File: src/rtl/corr_pkg.sv
// Shared definitions for the correlation peak path: default widths, peak
// result field layout and the peak detector FSM states.
package corr_pkg;

  localparam int unsigned CORR_W = 32;
  localparam int unsigned IDX_W  = 12;

  // Field offsets for the default widths
  localparam int unsigned MAG_LSB = 0;
  localparam int unsigned IDX_LSB = CORR_W;
  localparam int unsigned THR_BIT = CORR_W + IDX_W;
  localparam int unsigned OVF_BIT = CORR_W + IDX_W + 1;

  // Same layout for arbitrary widths
  function automatic int unsigned idx_lsb(input int unsigned cw);
    return cw;
  endfunction

  function automatic int unsigned thr_bit(input int unsigned cw, input int unsigned iw);
    return cw + iw;
  endfunction

  function automatic int unsigned ovf_bit(input int unsigned cw, input int unsigned iw);
    return cw + iw + 1;
  endfunction

  typedef enum logic {
    IDLE,
    ACCUM
  } corr_state_e;

endpackage

File: src/rtl/corr_abs_sat.sv
// Combinational magnitude of a signed value; the most negative input
// saturates to the largest positive value so the result fits in W bits.
module corr_abs_sat #(
  parameter int unsigned W = 32
) (
  input  logic [W-1:0] i_x,
  output logic [W-1:0] o_mag
);

  localparam logic [W-1:0] MinNeg = {1'b1, {(W-1){1'b0}}};
  localparam logic [W-1:0] MaxPos = {1'b0, {(W-1){1'b1}}};

  always_comb begin
    if (i_x == MinNeg) begin
      o_mag = MaxPos;
    end else if (i_x[W-1]) begin
      o_mag = (~i_x) + 1'b1;
    end else begin
      o_mag = i_x;
    end
  end

endmodule

File: src/rtl/corr_peak_detect.sv
// Finds peak |correlation| and its lag in each AXIS frame and emits one
// result beat per frame {ovf, above_thr, idx, mag}.
module corr_peak_detect #(
  parameter int unsigned CORR_W = corr_pkg::CORR_W,
  parameter int unsigned IDX_W  = corr_pkg::IDX_W
) (
  input  logic                     sclk,
  input  logic                     reset,
  input  logic [CORR_W-1:0]        corr_axis_tdata,
  input  logic                     corr_axis_tvalid,
  input  logic                     corr_axis_tlast,
  output logic                     corr_axis_tready,
  input  logic [CORR_W-1:0]        threshold,
  output logic [CORR_W+IDX_W+1:0]  peak_axis_tdata,
  output logic                     peak_axis_tvalid,
  input  logic                     peak_axis_tready
);

  import corr_pkg::*;

  localparam int unsigned    OutW    = CORR_W + IDX_W + 2;
  localparam int unsigned    IdxLsb  = idx_lsb(CORR_W);
  localparam int unsigned    ThrBit  = thr_bit(CORR_W, IDX_W);
  localparam int unsigned    OvfBit  = ovf_bit(CORR_W, IDX_W);
  localparam logic [IDX_W-1:0] LagMax = '1;

  corr_state_e         r_state, w_state_nxt;
  logic [IDX_W-1:0]    r_lag, w_lag_nxt;
  logic                r_lag_sat, w_lag_sat_nxt;
  logic [CORR_W-1:0]   r_max, w_max_nxt;
  logic [IDX_W-1:0]    r_idx, w_idx_nxt;
  logic                r_ovf, w_ovf_nxt;
  logic [OutW-1:0]     r_out_data;
  logic                r_out_valid;

  logic [CORR_W-1:0]   w_mag;
  logic                w_accept;
  logic                w_close;
  logic [OutW-1:0]     w_result;

  corr_abs_sat #(
    .W(CORR_W)
  ) u_abs (
    .i_x  (corr_axis_tdata),
    .o_mag(w_mag)
  );

  // Only a closing beat needs the output register free; other beats always flow.
  assign corr_axis_tready = !(r_out_valid & !peak_axis_tready & corr_axis_tlast);
  assign w_accept         = corr_axis_tvalid & corr_axis_tready;
  assign w_close          = w_accept & corr_axis_tlast;

  assign peak_axis_tdata  = r_out_data;
  assign peak_axis_tvalid = r_out_valid;

  always_comb begin
    w_state_nxt   = r_state;
    w_lag_nxt     = r_lag;
    w_lag_sat_nxt = r_lag_sat;
    w_max_nxt     = r_max;
    w_idx_nxt     = r_idx;
    w_ovf_nxt     = r_ovf;
    if (w_accept) begin
      case (r_state)
        IDLE: begin
          w_max_nxt     = w_mag;
          w_idx_nxt     = '0;
          w_ovf_nxt     = 1'b0;
          w_lag_nxt     = IDX_W'(1);
          w_lag_sat_nxt = 1'b0;
          w_state_nxt   = ACCUM;
        end
        ACCUM: begin
          if (w_mag > r_max) begin
            w_max_nxt = w_mag;
            if (!r_lag_sat) w_idx_nxt = r_lag;
          end
          if (r_lag_sat) w_ovf_nxt = 1'b1;
          // Beat at lag LagMax is still indexable; only later beats overflow.
          if (r_lag == LagMax) begin
            w_lag_sat_nxt = 1'b1;
          end else begin
            w_lag_nxt = r_lag + 1'b1;
          end
        end
        default: w_state_nxt = IDLE;
      endcase
      if (corr_axis_tlast) w_state_nxt = IDLE;
    end
  end

  always_comb begin
    w_result                   = '0;
    w_result[CORR_W-1:0]       = w_max_nxt;
    w_result[IdxLsb +: IDX_W]  = w_idx_nxt;
    w_result[ThrBit]           = (w_max_nxt >= threshold);
    w_result[OvfBit]           = w_ovf_nxt;
  end

  always_ff @(posedge sclk) begin
    if (reset) begin
      r_state     <= IDLE;
      r_lag       <= '0;
      r_lag_sat   <= 1'b0;
      r_max       <= '0;
      r_idx       <= '0;
      r_ovf       <= 1'b0;
      r_out_data  <= '0;
      r_out_valid <= 1'b0;
    end else begin
      r_state <= w_state_nxt;
      if (r_out_valid && peak_axis_tready) r_out_valid <= 1'b0;
      if (w_close) begin
        r_lag       <= '0;
        r_lag_sat   <= 1'b0;
        r_max       <= '0;
        r_idx       <= '0;
        r_ovf       <= 1'b0;
        r_out_data  <= w_result;
        r_out_valid <= 1'b1;
      end else begin
        r_lag     <= w_lag_nxt;
        r_lag_sat <= w_lag_sat_nxt;
        r_max     <= w_max_nxt;
        r_idx     <= w_idx_nxt;
        r_ovf     <= w_ovf_nxt;
      end
    end
  end

endmodule

File: config.mk
export PLATFORM = sky130hd
export DESIGN_NAME = corr_peak_detect
export DESIGN_NICKNAME = d
export VERILOG_FILES = /design/src/rtl/corr_pkg.sv /design/src/rtl/corr_abs_sat.sv /design/src/rtl/corr_peak_detect.sv
export SDC_FILE = /design/constraint.sdc
export NUM_CORES = 1
export LEC_CHECK = 0
export CORE_ASPECT_RATIO = 1.5
export CORE_UTILIZATION = 59
export DETAILED_ROUTE_END_ITERATION = 8
export PLACE_DENSITY = 0.87
export SLEW_MARGIN = 25
export SYNTH_ARGS = -nofsm -noshare
export SYNTH_HDL_FRONTEND = slang
export SYNTH_SLANG_ARGS = --single-unit
File: constraint.sdc
create_clock -name sclk -period 17.2 [get_ports sclk]
set_clock_uncertainty 0.2 [all_clocks]
set_input_delay 5.16 -clock sclk [delete_from_list [all_inputs] [get_ports sclk]]
set_output_delay 5.16 -clock sclk [all_outputs]
set_load 0.05 [all_outputs]
# After elaboration in Yosys (flattened, before gate mapping)
# Index checks and enable logic that the tools add are counted.
[op_classes]
addsub = 2
mux = 19
bitwise_logic = 6
n_lt_le_gt_ge = 2
n_reduce_logical = 7
n_eq_ne = 4
[ops]
columns = ["operator", "count"]
rows = [
  ["2-to-1 mux 32 bit", 4],
  ["case mux 32 bit (2 select lines)", 1],
  ["2-to-1 mux 12 bit", 4],
  ["case mux 12 bit (2 select lines)", 2],
  ["adder 32 x 1 -> 32 bit (second input constant)", 1],
  ["== test 32 bit (second input constant)", 1],
  [">= comparator 32 bit", 1],
  ["greater-than comparator 32 bit", 1],
  ["NOT 32 bit", 1],
  ["adder 12 x 1 -> 12 bit (second input constant)", 1],
  ["== test 12 bit (second input constant)", 1],
  ["2-to-1 mux 1 bit", 6],
  ["bitwise AND 1 bit", 4],
  ["case mux 1 bit (2 select lines)", 2],
  ["AND reduction 2 bit", 2],
  ["zero test 1 bit", 2],
  ["inequality test 2 x 1 -> 1 bit (second input constant)", 1],
  ["inequality test 2 bit (second input constant)", 1],
  ["nonzero test 2 bit", 1],
  ["OR reduction 2 bit", 1],
  ["logical AND 1 bit", 1],
  ["NOT 1 bit", 1],
]
[word_totals]
wordCells = 48
regBits = 106

# Depth between registers and ports, before layout
# Gate-level depths: netlist of run 1.
[logic_depth]
ltp_word = 9
mapped_depth = 27

# Cells and area by module
# From an unflattened synthesis of run 1, not the netlist that was laid out.
[hier_totals]
cells_unflattened = 865
hier_area_um2 = 7069.3
[modules_own_cells]
columns = ["mod", "seq_area_each_um2", "area_per_inst_um2", "instances", "cells_per_inst"]
rows = [
  ["corr_peak_detect", 2122.0, 6102.1, 1, 715],
  ["corr_abs_sat", 0.0, 967.2, 1, 150],
]

# Least setup slack after synthesis of run 1
# No wires, ideal clock.
[synth_path]
path_kind = "input-to-output"
startpoint = "input peak_axis_tready"
endpoint = "output corr_axis_tready"
t_required_ns = 11.840
path_stages = 1
arrival_time_ns = 5.643
n_path_buf = 0
path_slack_ns = 6.197
path_cell_list = "nand3b_1"
[synth_between]
elab_chain_len = 4
[synth_rtl]
columns = ["element", "line_no", "rtl"]
rows = [
  ["from (decl)", "corr_peak_detect.sv:16", "input logic peak_axis_tready"],
  ["zero test 1 bit", "corr_peak_detect.sv:49", "assign corr_axis_tready = !(r_out_valid & !peak_axis_tready & corr_axis_tlast);"],
  ["bitwise AND 1 bit (2 in series)", "corr_peak_detect.sv:49", ""],
  ["zero test 1 bit", "corr_peak_detect.sv:49", ""],
  ["to (decl)", "corr_peak_detect.sv:12", "output logic corr_axis_tready,"],
]
# Every way passes these cells.

# Worst setup path in the final report of run 1
[layout_path]
startpoint = "input corr_axis_tdata[6]"
endpoint = "register r_out_data[44], in the netlist peak_axis_tdata[44]"
[layout_between]
elab_chain_len = 9
word_cells_on_any_way = 10
cone_classes = "add/sub: 1; order compare: 2; eq/ne: 1; mux: 5; bitwise: 1"
[layout_rtl]
columns = ["element", "line_no", "rtl"]
rows = [
  ["from (decl)", "corr_peak_detect.sv:9", "input logic [CORR_W-1:0] corr_axis_tdata,"],
  ["NOT 32 bit", "corr_abs_sat.sv:17", "o_mag = (~i_x) + 1'b1;"],
  ["adder 32 x 1 -> 32 bit", "corr_abs_sat.sv:17", ""],
  ["2-to-1 mux 32 bit", "corr_abs_sat.sv:16", "end else if (i_x[W-1]) begin"],
  ["2-to-1 mux 32 bit *", "corr_abs_sat.sv:14", "if (i_x == MinNeg) begin"],
  ["greater-than comparator 32 bit", "corr_peak_detect.sv:74", "if (w_mag > r_max) begin"],
  ["2-to-1 mux 32 bit", "corr_peak_detect.sv:74", ""],
  ["case mux 32 bit (2 select lines) *", "corr_peak_detect.sv:64", "case (r_state)"],
  ["2-to-1 mux 32 bit *", "corr_peak_detect.sv:63", "if (w_accept) begin"],
  ["named net w_max_nxt[29]", "corr_peak_detect.sv:30", "logic [CORR_W-1:0] r_max, w_max_nxt;"],
  [">= comparator 32 bit *", "corr_peak_detect.sv:96", "w_result[ThrBit] = (w_max_nxt >= threshold);"],
  ["to (signal assigned)", "corr_peak_detect.sv:119", "r_out_data <= w_result;"],
  ["to (decl)", "corr_peak_detect.sv:33", "logic [OutW-1:0] r_out_data;"],
]
# Mark *: on every way through the listed nets, which the timed path passes. The rest lies on a longest branch.
# A chain may end at the register's enable or synchronous reset.

==> results by group, run 1 <==
Power
  – Leakage: 3.36 nW
  – PD cells: 81.7 nW/um2
  – Tot Pwr: 0.714 mW
  – Largest vdd supply drop: 47.1 uV

GRT
  – Total track usage: 33.7%
  – Pin count of the biggest net entering global routing: 58
  – Vias in the first global route: 7124
  – Initial antenna violation count: 0
  – Grt ovf: 0
  – First-pass GRT wire length: 33600 um

Synthesis
  – Yosys cell types: 54
  – Share of flip-flops with an asynchronous set or reset: 0%
  – Synth Cell Area: 7190 um2
  – Number of enable flip-flop cells after synthesis: 0
  – Post-synth top area share: 29.5%
  – Ys flop type: dfxtp_1
  – Synth Warn #: 0
  – Synth Instances: 927
  – Syn Nets: 1062
  – Top-count cell post-synth: nand2_1
  – Synth top area cells: dfxtp_1 30%, ha_1 11%, a21oi_1 6.5%
  – Number of synthesized register bits: 106
  – Avg Inst Size Synth: 7.76 um2
  – Most common library cells after synthesis: 120 x nand2_1, 106 x dfxtp_1, 93 x a21oi_1, 69 x inv_1, 66 x ha_1
  – Sequential-to-total area share from yosys stat: 29.5%
  – Area leader, netlist: dfxtp_1

Timing
  – Relative slew slack: 32.0%
  – Final setup margin: 4.82 ns
  – Final period util: 72.0%
  – Measured slew at the worst slew-check pin: between 1 and 1.5 ns
  – RSZ-0062 raised after global routing: no
  – Final Max Tran Viols: 0
  – Final Setup Violations: 0
  – Highest Clock Rate: 80.8 MHz
  – Setup TNS: 0 ns
  – Final-report hold violation count: 0
  – Hold WS: 0.256 ns
  – Tmin final: around 12 ns

Placed design
  – DP HPWL: approximately 15000 um
  – Placer Congestion: 0.934
  – IO Port Bufs: 116
  – Worst slack, placed: between 4 and 5 ns
  – Placed Cells: 1143

Job
  – Maxcap violations: 0

Layout
  – Final std cells w/o fill: about 1200
  – Syn-to-layout area delta: 21.5%
  – Share of post-route cells with drive strength above 1: 5.07%
  – Nets: 1136
  – Antenna cells: 0

Clock network
  – CTS Hold Bufs: 0
  – Root buf cell: clkbuf_16
  – Number of CTS-inserted buffers: 9
  – Skew-Pair Late Insertion Delay: around 0.36 ns
  – CTS clk-pin slew, worst paths: 0.07 ns
  – H-Tree Depth: 3
  – TritonCTS clock tree: yes
  – Max Buffers Root-to-Sink: 2
  – CTS resizes: 0
  – Post-CTS Setup Inserts: 0
  – CTS sink count: approximately 110

Detailed routing
  – Pre-antenna DRT Iters: 7
  – # DRC: 3
  – DR iter-0 viols: 600
  – Number of nets still failing antenna checks after routing: 0
  – Routed wire per std cell: 18.0 um
  – Via count: 7336
  – Vias per cell: 6.33
  – Detailed Route WL: 20800 um

Die
  – Core area: 12000 um2
  – Row count: 49
  – Initial Utilization: 60.2%
  – Die area: 12600 um2
  – Die Y: 137 um
  – I/O Pins: around 120
  – Die W: 92.2 um

Worst setup path
  – R2R Setup Slk: 12.28 ns
  – Crit path buffers/inverters: 1
  – Critical path endpoint category: register
  – Top delay family on crit path: simple AND/OR/NAND/NOR gates
  – Critical Path, Cell by Cell: clkdlybuf4s50_1, nor4_1, nand4b_1, nor4_2, nand3_1, nand2_1, ha_1, nand4_1, nor4_1, a21boi_0, o31a_1, o21ai_4, a21oi_1, mux2_2, ha_1, a21oi_1, nor2b_1, o21ai_0, o211ai_1, o221ai_1, or4_1, o22ai_1
  – Critical path class: primary input to register
  – CP Launch Type: primary input
  – Reg2Reg Launch Point: r_max[14]
  – Worst path slowest cell: nand3_1
  – Worst Setup SP: corr_axis_tdata[6]
  – Slowest cell delay on critical path: 0.82 ns
  – CP Data Required Time: 17.29 ns
  – CP Max Fanout: 25
  – Crit path arrival time: 12.47 ns

Run status
  – Status: complete, but fails checks
  – Failing checks: design-rule violations

Worst hold path
  – Worst hold start: peak_axis_tdata[17]
  – Hold Crit Class: register to register
==> cell usage in the layout (no fill, tap or decap), types with 7 or more instances in the layout <==
master and count:
dfxtp_1 105, o41ai_1 9, inv_1 69, nand2_1 119, nor2_1 30, o21ai_0 36, nor4_1 9, clkdlybuf4s50_1 116
or3_1 8, nor3_1 39, nand3_1 22, a21o_1 7, ha_1 66, mux2_2 13, a211oi_1 54, mux2i_1 20
nor2b_1 8, clkbuf_16 9, xor2_1 26, nand4_1 21, a31oi_1 7, o31ai_1 37, buf_4 10, a21oi_1 93
==> cells by family (layout without fill, tap and decap cells) <==
family,count (synthesis),after routing,share of synthesized area [%]
flip-flops,106,106,29.5
multiplexers,34,34,5.03
AO/OA/AOI/OAI,269,269,23.9
XOR/XNOR,31,31,3.77
adder cells (fa/ha/maj),66,66,11.5
buffers and inverters,133,212,7.10
AND/OR/NAND/NOR,288,288,19.2
==> where the power goes <==
part | internal (mW) | total [mW] | switching (mW)
sequential | 0.257 | 0.266 | 0.00856
combinational | 0.0816 | 0.217 | 0.136
clock | 0.131 | 0.231 | 0.101
==> final cells by class <==
type	instances	area [um2]
fill	977	3210
clock inverter	7	109
inverter	70	263
timing repair buffer	126	1240
clock buffer	9	225
tap	153	191
sequential	106	2120
multi-input combinational	688	4590
==> flip-flops by register name, indices dropped and copies added (netlist names) <==
signal / cells
peak_axis_tdata: 46
r_max: 32
r_lag_sat: 1
r_idx: 12
r_lag: 12
r_state: 1
peak_axis_tvalid: 1
r_ovf: 1
==> metal layers <==
layer	global-route usage, %	part of all wire (%)	up-vias
met1	38.1	39	3401
met5	0	0	-
met4	19.5	3.9	0
met3	5.52	6.5	68
met2	59.8	51	358
li1	-	-	3509
==> path summary, 6_finish.rpt <==
path | end | cells after the start
worst max-delay path | peak_axis_tdata[44] | 22
worst min-delay path | peak_axis_tdata[17] | 2
worst max register to register | peak_axis_tdata[44] | 17
worst min register to register | peak_axis_tdata[17] | 2
==> tightest hold or removal path, cell delays in order (launching register included) <==
cell and delay [ns]:
dfxtp_1 0.33, nand2_1 0.05, o31ai_1 0.05
==> per-stage QoR <==
step / util, % / cell area, um2
6_report: 73.1 / 8740
5_1_grt: 73.1 / 8740
4_1_cts: 73.1 / 8740
3_5_place_dp: 70.3 / 8410
3_3_place_gp: 70.3 / 8400
2_1_floorplan: - / 7190
Note: power is estimated with default switching activity, not from simulation.
==> inputs of run 2 (changes only) <==
- CORE_UTILIZATION: 59 -> 49
- PLACE_DENSITY: 0.87 -> 0.77
- clock period: 17.2 -> 9.97 ns (I/O delays scaled with it)
==> results by group, run 2 (synthesis gave the netlist of run 1 again) <==
Run status
  – Status: finished clean

Clock network
  – H-Tree Depth: 3
  – Skew-Pair Late Insertion Delay: around 0.36 ns
  – Root buf cell: clkbuf_16
  – Number of CTS-inserted buffers: 9
  – CTS sink count: 106
  – CTS resizes: 0
  – Post-CTS Setup Inserts: 0
  – CTS Hold Bufs: 0
  – Max Buffers Root-to-Sink: 2
  – CTS clk-pin slew, worst paths: 0.07 ns
  – TritonCTS clock tree: yes

Power
  – Largest vdd supply drop: 86.4 uV
  – Part of the power in combinational logic: 31.1%
  – Switching portion of total power: between 30% and 40%
  – PD cells: 137 nW/um2
  – Psw: approximately 0.44 mW
  – Sequential group share of total power: roughly 38%
  – Internal power: 0.771 mW
  – Clk network pwr share: 31.1%
  – Leakage: 3.39 nW

Detailed routing
  – # DRC: 0
  – DR iter-0 viols: 411
  – Pre-antenna DRT Iters: 5
  – Routed wire per std cell: 16.9 um
  – Number of nets still failing antenna checks after routing: 0
  – Vias per cell: 5.94
  – Detailed Route WL: 20400 um
  – Via count: 7166

Placed design
  – Placer Congestion: between 0.8 and 0.9
  – DP HPWL: 14700 um
  – IO Port Bufs: 116

GRT
  – Initial antenna violation count: 0
  – Total track usage: 28.1%
  – Grt ovf: 0
  – Pin count of the biggest net entering global routing: 75
  – Vias in the first global route: between 6000 and 7000
  – First-pass GRT wire length: around 33000 um

Worst setup path
  – Crit path arrival time: just over 9 ns
  – Critical Path, Cell by Cell: clkdlybuf4s50_1, or3_1, or4_1, or4_4, o31ai_4, xnor2_1, or2_1, ha_1, nand4_1, nor4_1, nand3_1, o21a_1, o21ai_4, a21oi_1, ha_1, a21o_1, a21o_1, a21oi_1, o211ai_1, o221ai_1, or4_1, o22ai_1
  – Critical path endpoint category: register
  – CP Max Fanout: 16
  – Critical path class: primary input to register
  – CP Launch Type: primary input
  – R2R Setup Slk: 5.45 ns
  – Worst path slowest cell: or4_1
  – CP Data Required Time: about 10 ns
  – Slowest cell delay on critical path: 0.61 ns

Die
  – Die Y: 150 um
  – Initial Utilization: 50.7%
  – Die area: 15200 um2
  – Die W: 101 um
  – Row count: 53
  – I/O Pins: 117
  – Core area: 14200 um2

Layout
  – Commonest non-fill, non-tap cell in the layout: nand2_1
  – Antenna cells: 0
  – Most frequent cells in the layout: 120 x nand2_1, 116 x clkdlybuf4s50_1, 105 x dfxtp_1, 93 x a21oi_1, 69 x inv_1
  – Nets: 1144
  – Max reg flops: 46
  – Share of post-route cells with drive strength above 1: 5.62%
  – Syn-to-layout area delta: 22.8%

Timing
  – Hold WS: 0.252 ns
  – Relative slew slack: 39.8%
  – RSZ-0062 raised after global routing: no
  – Measured slew at the worst slew-check pin: ~0.9 ns
  – Tmin final: 9.13 ns
  – Final period util: 91.5%
  – Final Max Tran Viols: 0
  – Setup TNS: 0 ns
  – Highest Clock Rate: roughly 110 MHz
  – Final-report hold violation count: 0
  – Final Setup Violations: 0

Worst hold path
  – Hold Crit Class: register to register

Job
  – Maxcap violations: 0
-- run 2: cell types whose count changed in the layout (fill, tap and decap cells not counted), sizes merged --
cell,change
buf,+8
inv,+3
bufinv,-2
clkinv,-1
-- run 2: worst paths after layout --
kind,startpoint,end,depth (start not counted)
max,corr_axis_tdata[2],peak_axis_tdata[44],22
min,peak_axis_tdata[39],peak_axis_tdata[39],2
max reg2reg,r_max[14],peak_axis_tdata[44],18
min reg2reg,peak_axis_tdata[39],peak_axis_tdata[39],2
-- run 2: power by group through the flow --
stage | logic, mW | clock network (mW) | registers (mW)
2_1_floorplan | 0.215 | 0 | 0.495
3_3_place_gp | 0.366 | 0 | 0.467
3_5_place_dp | 0.371 | 0 | 0.467
4_1_cts | 0.374 | 0.379 | 0.457
5_1_grt | 0.410 | 0.398 | 0.460
6_report | 0.375 | 0.375 | 0.457
-- run 2: critical path: cells and delay by family --
kind / cells / cell delay, ns
simple gates: 8 / 3.22
buf+inv: 1 / 0.48
fa+ha+maj: 2 / 0.64
compound gates: 10 / 1.76
xor+xnor: 1 / 0.11
-- run 2: metal layers --
layer | global-route usage, % | wire, um | up-vias
met4 | 15.7 | 861 | 0
li1 | - | - | 3523
met1 | 32.9 | 8430 | 3348
met2 | 49.0 | 10100 | 244
met3 | 3.71 | 1030 | 51
met5 | 0 | 0 | -
-- run 2: through the flow --
step	cells	utilization, %	setup slack, ns	power (mW)	instance area, um2
finish	1206	62.3	0.843	1.21	8830
global route	1206	62.3	0.312	1.27	8830
CTS	1206	62.3	0.879	1.21	8830
detailed placement	1190	60.1	0.513	0.838	8530
global placement	1190	60.1	0.699	0.833	8530
floorplan	927	-	1.17	0.711	7190
-- run 2: final cells by class --
class | instances | area [um2]
clock inverters | 7 | 83.8
repair buffers | 134 | 1310
flip-flops and latches | 106 | 2120
fillers | 1331 | 5360
multi-input cells | 688 | 4590
clock buffers | 9 | 225
inverters | 70 | 263
well taps | 192 | 240
